===== src/rtl/mux_pkg.sv =====
// Shared definitions for the registered N-way select stage: buffer state
// encodings and the select-width helper.
package mux_pkg;

  localparam logic [1:0] ST_EMPTY = 2'd0;
  localparam logic [1:0] ST_ONE   = 2'd1;
  localparam logic [1:0] ST_FULL  = 2'd2;

  // Smallest w with 2**w >= n; n is at least 2 here, so w is never 0.
  function automatic int clog2(input int n);
    int w;
    w = 0;
    while ((1 << w) < n) w++;
    return w;
  endfunction

endpackage


===== src/rtl/mux_stage_if.sv =====
// Valid/ready operand bus around mux_stage; the slave modport is the stage,
// the master modport is the upstream/downstream environment.
interface mux_stage_if
  import mux_pkg::*;
#(
  parameter int bitnum  = 32,
  parameter int ways    = 4,
  parameter int selbits = clog2(ways)
);

  logic [ways*bitnum-1:0] in_data;
  logic [selbits-1:0]     sel;
  logic                   in_valid;
  logic                   in_ready;
  logic                   flush;
  logic [bitnum-1:0]      out_data;
  logic                   out_valid;
  logic                   out_ready;
  logic                   sel_err;

  modport slave (
    input  in_data, sel, in_valid, flush, out_ready,
    output in_ready, out_data, out_valid, sel_err
  );

  modport master (
    output in_data, sel, in_valid, flush, out_ready,
    input  in_ready, out_data, out_valid, sel_err
  );

endinterface


===== src/rtl/mux_stage_mux_n.sv =====
// Purely combinational N-way selector; an out-of-range select falls back to
// way 0 and raises oob.
module mux_n
  import mux_pkg::*;
#(
  parameter int bitnum  = 32,
  parameter int ways    = 4,
  parameter int selbits = clog2(ways)
) (
  input  logic [ways*bitnum-1:0] in_data,
  input  logic [selbits-1:0]     sel,
  output logic [bitnum-1:0]      out,
  output logic                   oob
);

  always_comb begin
    // NOTE: defaults first so every path assigns out/oob and no latch is inferred.
    out = in_data[bitnum-1:0];
    oob = (int'(sel) >= ways);
    for (int k = 1; k < ways; k++) begin
      if (sel == selbits'(k)) out = in_data[k*bitnum +: bitnum];
    end
  end

endmodule


===== src/rtl/mux_stage.sv =====
// Registered N-way select with a two-entry skid buffer; in_ready comes
// straight from a flop so downstream ready never reaches upstream in one cycle.
module mux_stage
  import mux_pkg::*;
#(
  parameter int bitnum = 32,
  parameter int ways   = 4
) (
  input logic  clk,
  input logic  rst,
  mux_stage_if.slave bus
);

  logic [1:0]        state_q, state_d;
  logic [bitnum-1:0] main_q, skid_q;
  logic              in_ready_q, sel_err_q;

  logic [bitnum-1:0] sel_data;
  logic              sel_oob;
  logic              out_valid;
  logic              accept, consume;
  logic              load_main, load_skid, main_from_skid;

  mux_n #(
    .bitnum (bitnum),
    .ways   (ways)
  ) u_mux_n (
    .in_data (bus.in_data),
    .sel     (bus.sel),
    .out     (sel_data),
    .oob     (sel_oob)
  );

  assign out_valid = (state_q != ST_EMPTY);
  // A flush throws away any offer made in the same cycle.
  assign accept    = bus.in_valid & in_ready_q & ~bus.flush;
  assign consume   = out_valid & bus.out_ready;

  always_comb begin
    state_d        = state_q;
    load_main      = 1'b0;
    load_skid      = 1'b0;
    main_from_skid = 1'b0;
    if (bus.flush) begin
      state_d = ST_EMPTY;
    end else begin
      case (state_q)
        ST_EMPTY: begin
          if (accept) begin
            state_d   = ST_ONE;
            load_main = 1'b1;
          end
        end
        ST_ONE: begin
          case ({accept, consume})
            2'b10: begin
              state_d   = ST_FULL;
              load_skid = 1'b1;
            end
            2'b11:   load_main = 1'b1;
            2'b01:   state_d   = ST_EMPTY;
            default: state_d   = ST_ONE;
          endcase
        end
        ST_FULL: begin
          // in_ready is low here, so the only event is the head draining.
          if (consume) begin
            state_d        = ST_ONE;
            main_from_skid = 1'b1;
          end
        end
        default: state_d = ST_EMPTY;
      endcase
    end
  end

  always_ff @(posedge clk) begin
    if (rst) begin
      state_q    <= ST_EMPTY;
      main_q     <= '0;
      in_ready_q <= 1'b0;
      sel_err_q  <= 1'b0;
    end else begin
      // NOTE: non-blocking assignments so every flop samples pre-edge values.
      state_q    <= state_d;
      in_ready_q <= (state_d != ST_FULL);
      sel_err_q  <= accept & sel_oob;
      if (load_main)           main_q <= sel_data;
      else if (main_from_skid) main_q <= skid_q;
    end
  end

  // NOTE: skid data is qualified by state_q, so it needs no reset.
  always_ff @(posedge clk) begin
    if (load_skid) skid_q <= sel_data;
  end

  assign bus.in_ready  = in_ready_q;
  assign bus.out_data  = main_q;
  assign bus.out_valid = out_valid;
  assign bus.sel_err   = sel_err_q;

endmodule


===== src/flat_wrapper.sv =====
// flat-port wrapper written by rule: the top's interface ports become plain ports
module mux_stage_flat import mux_pkg::*;
#(
  parameter int bitnum = 32,
  parameter int ways   = 4
)
  (clk, rst, bus_in_data, bus_sel, bus_in_valid, bus_flush, bus_out_ready, bus_in_ready, bus_out_data, bus_out_valid, bus_sel_err);
  mux_stage_if #(.bitnum(bitnum), .ways(ways)) bus_i ();
  input logic clk;
  input logic rst;
  input wire logic [$bits(bus_i.in_data)-1:0] bus_in_data;
  input wire logic [$bits(bus_i.sel)-1:0] bus_sel;
  input wire logic [$bits(bus_i.in_valid)-1:0] bus_in_valid;
  input wire logic [$bits(bus_i.flush)-1:0] bus_flush;
  input wire logic [$bits(bus_i.out_ready)-1:0] bus_out_ready;
  output wire logic [$bits(bus_i.in_ready)-1:0] bus_in_ready;
  output wire logic [$bits(bus_i.out_data)-1:0] bus_out_data;
  output wire logic [$bits(bus_i.out_valid)-1:0] bus_out_valid;
  output wire logic [$bits(bus_i.sel_err)-1:0] bus_sel_err;
  assign bus_i.in_data = bus_in_data;
  assign bus_i.sel = bus_sel;
  assign bus_i.in_valid = bus_in_valid;
  assign bus_i.flush = bus_flush;
  assign bus_i.out_ready = bus_out_ready;
  assign bus_in_ready = bus_i.in_ready;
  assign bus_out_data = bus_i.out_data;
  assign bus_out_valid = bus_i.out_valid;
  assign bus_sel_err = bus_i.sel_err;
  mux_stage #(.bitnum(bitnum), .ways(ways)) u_core (.clk(clk), .rst(rst), .bus(bus_i));
endmodule

===== config.mk =====
export PLATFORM = sky130hd
export DESIGN_NAME = mux_stage_flat
export DESIGN_NICKNAME = d
export VERILOG_FILES = /design/src/rtl/mux_pkg.sv /design/src/rtl/mux_stage_if.sv /design/src/rtl/mux_stage_mux_n.sv /design/src/rtl/mux_stage.sv /design/src/flat_wrapper.sv
export SDC_FILE = /design/constraint.sdc
export NUM_CORES = 1
export LEC_CHECK = 0
export ABC_AREA = 1
export CORE_MARGIN = 5
export CORE_UTILIZATION = 43
export CTS_CLUSTER_DIAMETER = 150
export DETAILED_ROUTE_END_ITERATION = 8
export PLACE_DENSITY = 0.81
export REMOVE_ABC_BUFFERS = 1
export SLEW_MARGIN = 20
export SYNTH_ARGS = -nofsm -noshare
export SYNTH_HDL_FRONTEND = slang
export SYNTH_SLANG_ARGS = --single-unit

===== constraint.sdc =====
create_clock -name clk -period 5.6 [get_ports clk]
set_input_delay 1.12 -clock clk [delete_from_list [all_inputs] [get_ports clk]]
set_output_delay 1.12 -clock clk [all_outputs]
set_load 0.05 [all_outputs]

### Word-level counts from Yosys, hierarchy flattened

Cells that the tools add are included.

* register bits after elaboration: 67
* input bits: 135
* word-level logic and storage cells: 40

* equal/unequal tests: 9
* mux-type cells: 20
* bitwise operators: 4
* reductions and logical operators: 3

Operators with widths (number)
* two-way mux 32 bit: 5
* one-hot mux 2 bit (3 select lines): 2
* == test 2 bit (second input constant): 5
* two-way mux 1 bit: 9
* == test 2 x 1 -> 1 bit (second input constant): 3
* two-way mux 2 bit: 3
* nonzero test 2 bit: 2
* bitwise AND 1 bit: 3
* logical NOT 2 bit: 1
* != test 2 bit (second input constant): 1
* one-hot mux 1 bit (2 select lines): 1
* NOT 1 bit: 1

### Depth between registers and ports, before layout

Gate-level depths: netlist (run 1).

* depth after elaboration: 7
* mapped depth: 10
* gate-level depth less buffers: 8

### Modules after synthesis

Synthesis (run 1) repeated with hierarchy kept, for this count alone.

* cells, all modules: 683
* area, all modules: 4449.3 µm²

Modules (own cells, without submodules)
* mux_stage: times used 1, cells each 370, area an instance 3145.5 µm², seq. area each 1681.6 µm²
* mux_n: times used 1, cells each 313, area an instance 1303.8 µm², seq. area each 0.0 µm²

### Worst setup path before layout (run 1)

No wires, ideal clock.

* path kind: input -> register
* start point: input bus_flush
* end point: register u_core.skid_q[0] (enable)
* setup time: 0.502 ns
* arrival: 4.420 ns
* path slack: 0.678 ns
* cell stages on the path: 3
* path buffers: 0
* cells stage by stage: inv_2 nand3_1 nor4_1

* longest elaborated chain between the ends: 6

Ends and longest elaborated chain
* from (decl): RTL line flat_wrapper.sv:14 `input wire logic [$bits(bus_i.flush)-1:0] bus_flush;`
* NOT 1 bit: RTL line mux_stage.sv:36 `assign accept = bus.in_valid & in_ready_q & ~bus.flush;`
* bitwise AND 1 bit: RTL line mux_stage.sv:36
* == test 2 bit: RTL line mux_stage.sv:55 `case ({accept, consume})`
* two-way mux 1 bit: RTL line mux_stage.sv:55
* two-way mux 1 bit: RTL line mux_stage.sv:47 `case (state_q)`
* two-way mux 1 bit *: RTL line mux_stage.sv:44 `if (bus.flush) begin`
* via u_core.load_skid: RTL line mux_stage.sv:22 `logic load_main, load_skid, main_from_skid;`
* to (signal assigned): RTL line mux_stage.sv:95 `if (load_skid) skid_q <= sel_data;`
* to (decl): RTL line mux_stage.sv:15 `logic [bitnum-1:0] main_q, skid_q;`

The timed path passes the listed nets; every way through them passes the cells marked *.
A chain may end at the register's enable or synchronous reset.

### Worst setup path in the final report (run 1)

* start point: input bus_sel[1]
* end point: register u_core.main_q[30], in the netlist u_core.bus.out_data[30]

* longest elaborated chain between the ends: 5
* elaborated cells between the ends (all ways): 7
* those cells by class: eq/ne: 3; mux: 4

Ends and longest elaborated chain
* from (decl): RTL line flat_wrapper.sv:12 `input wire logic [$bits(bus_i.sel)-1:0] bus_sel;`
* == test 2 x 1 -> 1 bit: RTL line mux_stage_mux_n.sv:21 `if (sel == selbits'(k)) out = in_data[k*bitnum +: bitnum];`
* two-way mux 32 bit (2 in a row): RTL line mux_stage_mux_n.sv:21
* two-way mux 32 bit *: RTL line mux_stage_mux_n.sv:21
* via u_core.sel_data[30]: RTL line mux_stage.sv:18 `logic [bitnum-1:0] sel_data;`
* two-way mux 32 bit *: RTL line mux_stage.sv:88 `if (load_main) main_q <= sel_data;`
* to (signal assigned): RTL line mux_stage.sv:88
* to (signal assigned): RTL line mux_stage.sv:89 `else if (main_from_skid) main_q <= skid_q;`
* to (decl): RTL line mux_stage.sv:15

Marked as above.

==> metrics, run 1 <==
FF-to-FF path depth=5; # port buffers=168; #FFs+latches synth=67; hold depth=4; post-DR vias/cell=5.08; Clock Tree Buf Depth=2; Worst setup SP type=input port; NumNets Final=875; # Post-CTS Setup Buffers=0; reg2reg start=u_core.state_q[1]; Crit path top cell by count=nand2_1; maximum operating frequency=303 MHz; hold_buf cts=0; worst hold path class=flip-flop to flip-flop; reg2reg setup slack=3.97 ns; number of CTS-inserted buffers=9; worst path arrival time=3.57 ns; dpl ws=2.02 ns; total global-route track usage=21.5%; relative max-transition margin=26.2%; max incr delay on CP=0.55 ns; die height=106 um; worst r2r dst=u_core.bus.out_data[9]; GP Congestion=0.909; drc violations=0; number of global-route vias before repair=4310; hold path endpoint=u_core.bus.out_data[26]; DIE WIDTH=106 um; Initial Util=44.7%; clk_skew=0.00948 ns; MaxCap Viol Count=0; first-pass GRT wire length=19.5 mm; Ant. Diodes=0; Req. time, crit path=5.86 ns; Wirelength per Cell=14.5 um; grt ovf=0; crit-path cells=clkdlybuf4s50_1 -> buf_4 -> inv_2 -> nand2_2 -> inv_2 -> nand2_1 -> nand3_1 -> nand2_1 -> nand2_1 -> a21oi_1; antenna-violating nets left=0; worst skew pair latency=0.34 ns; Setup crit end kind=flip-flop; DR vias=4333; peak supply drop=0.114 mV; Least-Margin Pin Slew=1.11 ns; Root Buffer=clkbuf_8; unrepaired setup endpoints after global routing=false; Cell Area, Synth=3930 sq um; Post-Synthesis Cells=591; Max Fanout on Critical Path=34; CP max-delay cell=nand2_2; min Tclk post-route=3.30 ns; fin area=5820 sq um; initial antenna violation count=0; CTS tree=built; Final Hold Violating Endpoints=0; Syn. warnings=0; Worst Hold Slack=0.544 ns; share of cells above drive strength 1=4.16%; Cell Area, Placed=5600 sq um; die area=11200 sq um; I/O Pins=170; pin count of the biggest net entering global routing=65; Setup TNS=0 ns; DRT Pass-1 Iters=5; status=finished, final reports clean; Tcrit/Tclk final=59.0%; Detailed Place HPWL=8.69 mm; Avg Cell Area, Syn=6.65 sq um; setup ws final=2.30 ns; final setup fails=0; area grow syn2layout=48.0%; Rows=34; Fillers=759; Resized Gates After CTS=0; leak pwr=2.63 nW; most common cell after layout, fill and taps aside=nand2_1; WL final=12.4 mm; CTS clk-pin slew, worst paths=0.07 ns; PwrDens=222 nW/um^2; H-tree Lvls=3; sequential area share after synthesis=42.3%; Worst Setup Path Type=input port to flip-flop; Core ar.=8810 sq um; most frequent cells in the layout=218 x nand2_1, 168 x clkdlybuf4s50_1, 80 x nand3_1, 76 x inv_1, 35 x dfxtp_1; pins over their slew limit=0; Netlist cell types=24; initial DRC count=213; CTS sink count=67; hold_sp=u_core.bus.out_data[26]
[logic make-up after synthesis]
kind of cell	after synthesis	synth area share (%)
other	1	0.0954
and+or+nand+nor	335	35.5
DFF	67	42.3
AOI/OAI and AO/OA	71	9.45
buffers and inverters	117	12.7
[stage by stage]
| stage | instances | power (mW) | utilization [%] |
|---|---|---|---|
| final | 853 | 1.29 | 66.1 |
| after global placement | 837 | 0.842 | 63.6 |
| after CTS | 853 | 1.30 | 66.1 |
| after global routing | 853 | 1.35 | 66.1 |
| after detailed placement | 837 | 0.848 | 63.6 |
| after floorplan | 557 | 0.694 | - |
[report_power, final]
| part | switching, mW | total [mW] | internal [mW] |
|---|---|---|---|
| Clock | 0.176 | 0.452 | 0.276 |
| Sequential | 0.00653 | 0.536 | 0.529 |
| Combinational | 0.159 | 0.303 | 0.144 |
| Total | 0.342 | 1.29 | 0.950 |
[cell type report]
cell class	instances	area (sq um)	area share, %
clock buffers	14	163	2.80
repair buffers	172	1710	29.4
well taps	108	135	2.32
flip-flops and latches	67	1660	28.6
clock inverters	2	60.1	1.03
inverters	83	312	5.35
multi-input cells	407	1780	30.5
[per-layer routing]
| metal | global-route usage [%] | part of all wire (%) | wire [um] |
|---|---|---|---|
| met1 | 25.0 | 38 | 4730 |
| met2 | 37.2 | 49 | 6130 |
| met3 | 5.44 | 10 | 1250 |
| met4 | 9.90 | 2.1 | 265 |
| met5 | 0 | 0 | 0 |
[critical path: cells and delay by family]
kind | cells | cell delay, ns
AO/OA/AOI/OAI | 1 | 0.14
buffers and inverters | 4 | 1.31
AND/OR/NAND/NOR | 5 | 0.97
[registers in the layout (all words and copies together) (netlist names)]
| name | flops |
|---|---|
| u_core.bus.out_data | 32 |
| u_core.skid_q | 32 |
| u_core.bus.in_ready | 1 |
| u_core.state_q | 2 |
[worst max path at each step]
| stage | startpoint | cells after the start | endpoint | slack (ns) |
|---|---|---|---|---|
| CTS | bus_sel[1] | 10 | u_core.bus.out_data[30] | 2.38 |
| finish | bus_sel[1] | 10 | u_core.bus.out_data[30] | 2.30 |
| detailed placement | bus_sel[1] | 10 | u_core.bus.out_data[14] | 2.02 |
| global placement | bus_sel[1] | 10 | u_core.bus.out_data[10] | 2.14 |
| global route | bus_sel[1] | 10 | u_core.bus.out_data[10] | 2.16 |
| floorplan | bus_flush | 3 | u_core.skid_q[0] | 0.68 |
[cell usage after synthesis (all sizes together)]
master | number | area [sq um]
o21ai | 42 | 210
nand4 | 2 | 18.8
buf | 22 | 144
conb | 1 | 3.75
nand2 | 220 | 831
nor2 | 28 | 113
nand3 | 80 | 400
nor4 | 1 | 6.26
inv | 83 | 312
clkbuf | 12 | 45.0
o211ai | 1 | 21.3
edfxtp | 32 | 961
dfxtp | 35 | 701
nand3b | 2 | 15.0
or2 | 1 | 6.26
a21oi | 28 | 140
nor3 | 1 | 5.00
(Power assumes the default switching activity.)
==> run 2: changes to the inputs <==
Settings changed: CORE_UTILIZATION 43 to 39, PLACE_DENSITY 0.81 to 0.78.
Clock period 5.6 ns to 3 ns, I/O delays scaled along.
==> run 2 against run 1 <==
Core utilization is 6.1 points lower. Count of clock-buffer cells in the layout fell by 5. Sequential share of layout area down 0.32 points. Routed wire length fell by 0.12%. Die area grew 9.3%. Hold slack about the same. Non-clock buffer count up 4. Cell area grew 1.1%. Sequential power grew 86%. Critical path depth is 7 lower. Register-to-register slack lost 2.8 ns. Via count down 0.32%. Critical endpoint is now bus_out_valid. Largest cell class unchanged.
==> metrics, run 2 (synthesis gave the netlist of run 1 again) <==
status=finished, final reports clean; DR vias=4319 (-0.32%); CTS sink count=67 (unchanged); DIE WIDTH=110 um (+4.5%); Root Buffer=clkbuf_8; flip-flop and latch area=1660 sq um (unchanged); Rows=36 (+5.9%); Wirelength per Cell=14.0 um (-3.4%); drc violations=0 (unchanged); relative max-transition margin=51.9% (+26 points); antenna-violating nets left=0 (unchanged); worst hold path class=flip-flop to flip-flop; Ant. Diodes=0 (unchanged); dpl ws=0.307 ns (-1.72 ns); I/O Pins=170 (unchanged); first-pass GRT wire length=20.2 mm (+3.8%); hold_buf cts=0 (unchanged); share of cells above drive strength 1=5.07% (+0.91 points); post-DR vias/cell=4.90 (-3.6%); clk_skew=0.0102 ns (+0.000713 ns); die height=110 um (+4.5%); final setup fails=0 (unchanged); Detailed Place HPWL=8.97 mm (+3.3%); total global-route track usage=19.7% (-1.8 points); Final Hold Violating Endpoints=0 (unchanged); grt ovf=0 (unchanged); GP Congestion=0.861 (-5.4%); number of CTS-inserted buffers=9 (unchanged); NumNets Final=879 (+0.46%); Max Fanout on Critical Path=4 (-88%); pin count of the biggest net entering global routing=65 (unchanged); PwrDens=405 nW/um^2 (+83%); initial antenna violation count=0 (unchanged); # Post-CTS Setup Buffers=0 (unchanged); number of global-route vias before repair=4200 (-2.6%); Core ar.=9820 sq um (+12%); H-tree Lvls=3 (unchanged); CTS tree=built; Least-Margin Pin Slew=0.719 ns (-0.387 ns); Worst setup SP type=flip-flop; unrepaired setup endpoints after global routing=false; footprint of the multi-input gates=1780 sq um (unchanged); # port buffers=168 (unchanged); most common cell after layout, fill and taps aside=nand2_1; Tcrit/Tclk final=79.8%; MaxCap Viol Count=0 (unchanged); DRT Pass-1 Iters=8 (+3); maximum operating frequency=417 MHz; worst path arrival time=1.80 ns (-1.77 ns); Finished Core Util=59.9% (-6.1 points); most frequent cells in the layout=218 x nand2_1, 168 x clkdlybuf4s50_1, 80 x nand3_1, 76 x inv_1, 35 x dfxtp_1; min Tclk post-route=2.40 ns; Initial Util=40.0% (-4.6 points); placed insts=866 (+3.5%); Power, Total=2.38 mW (+85%); Fillers=930 (+23%); Resized Gates After CTS=0 (unchanged); pins over their slew limit=0 (unchanged); area grow syn2layout=49.7%; fin cells=882 (+3.4%); WL final=12.4 mm (-0.12%); Worst Setup Path Type=flip-flop to primary output; Req. time, crit path=2.40 ns (-3.46 ns); setup ws final=0.605 ns (-1.69 ns); die area=12200 sq um (+9.3%); CTS clk-pin slew, worst paths=0.08 ns (about the same); peak supply drop=0.242 mV (+110%); worst skew pair latency=0.33 ns (about the same); Clock Tree Buf Depth=2 (unchanged); initial DRC count=219 (+2.8%); leak pwr=2.66 nW (+0.91%); Setup crit end kind=primary output
-- run 2: cell type report --
class / instances / area share, %
repair buffers: 176 / 29.8
well taps: 133 / 2.83
multi-input cells: 407 / 30.2
clock inverters: 7 / 1.55
clock buffers: 9 / 2.10
flip-flops and latches: 67 / 28.2
inverters: 83 / 5.29
-- run 2: final timing paths --
| check | startpoint | to | slack [ns] | cells past startpoint |
|---|---|---|---|---|
| worst max-delay path | u_core.state_q[1] | bus_out_valid | 0.60 | 3 |
| worst min-delay path | u_core.bus.out_data[27] | u_core.bus.out_data[27] | 0.54 | 4 |
| worst max register to register | u_core.state_q[0] | u_core.bus.out_data[7] | 1.14 | 5 |
| worst min register to register | u_core.bus.out_data[27] | u_core.bus.out_data[27] | 0.54 | 4 |
-- run 2: stage by stage --
stage	TNS, ns	area, sq um	hold WS [ns]
after floorplan	-48.14	3740	0.511
after global placement	0	5670	0.520
after detailed placement	0	5670	0.535
after CTS	0	5890	0.551
after global routing	0	5890	0.581
final	0	5890	0.544
-- run 2: power by group --
part	switching (mW)	total, mW	internal (mW)	leakage (nW)
registers	0.0121	0.999	0.987	0.574
clock network	0.348	0.815	0.466	0.109
logic	0.298	0.571	0.273	1.97
-- run 2: metal layers --
metal / up-vias / share of wire (%) / GRT usage, % / wire length (um)
met5: - / 0 / 0 / 0
met1: 1955 / 39 / 23.5 / 4810
met2: 178 / 51 / 34.5 / 6350
met3: 19 / 7.8 / 4.38 / 969
li1: 2167 / - / - / -
met4: 0 / 1.9 / 7.39 / 233
-- run 2: critical path, stage by stage (launching register included) --
cell and delay (ns):
dfxtp_1 0.41, inv_1 0.13, nand2_1 0.11, clkdlybuf4s50_1 0.81
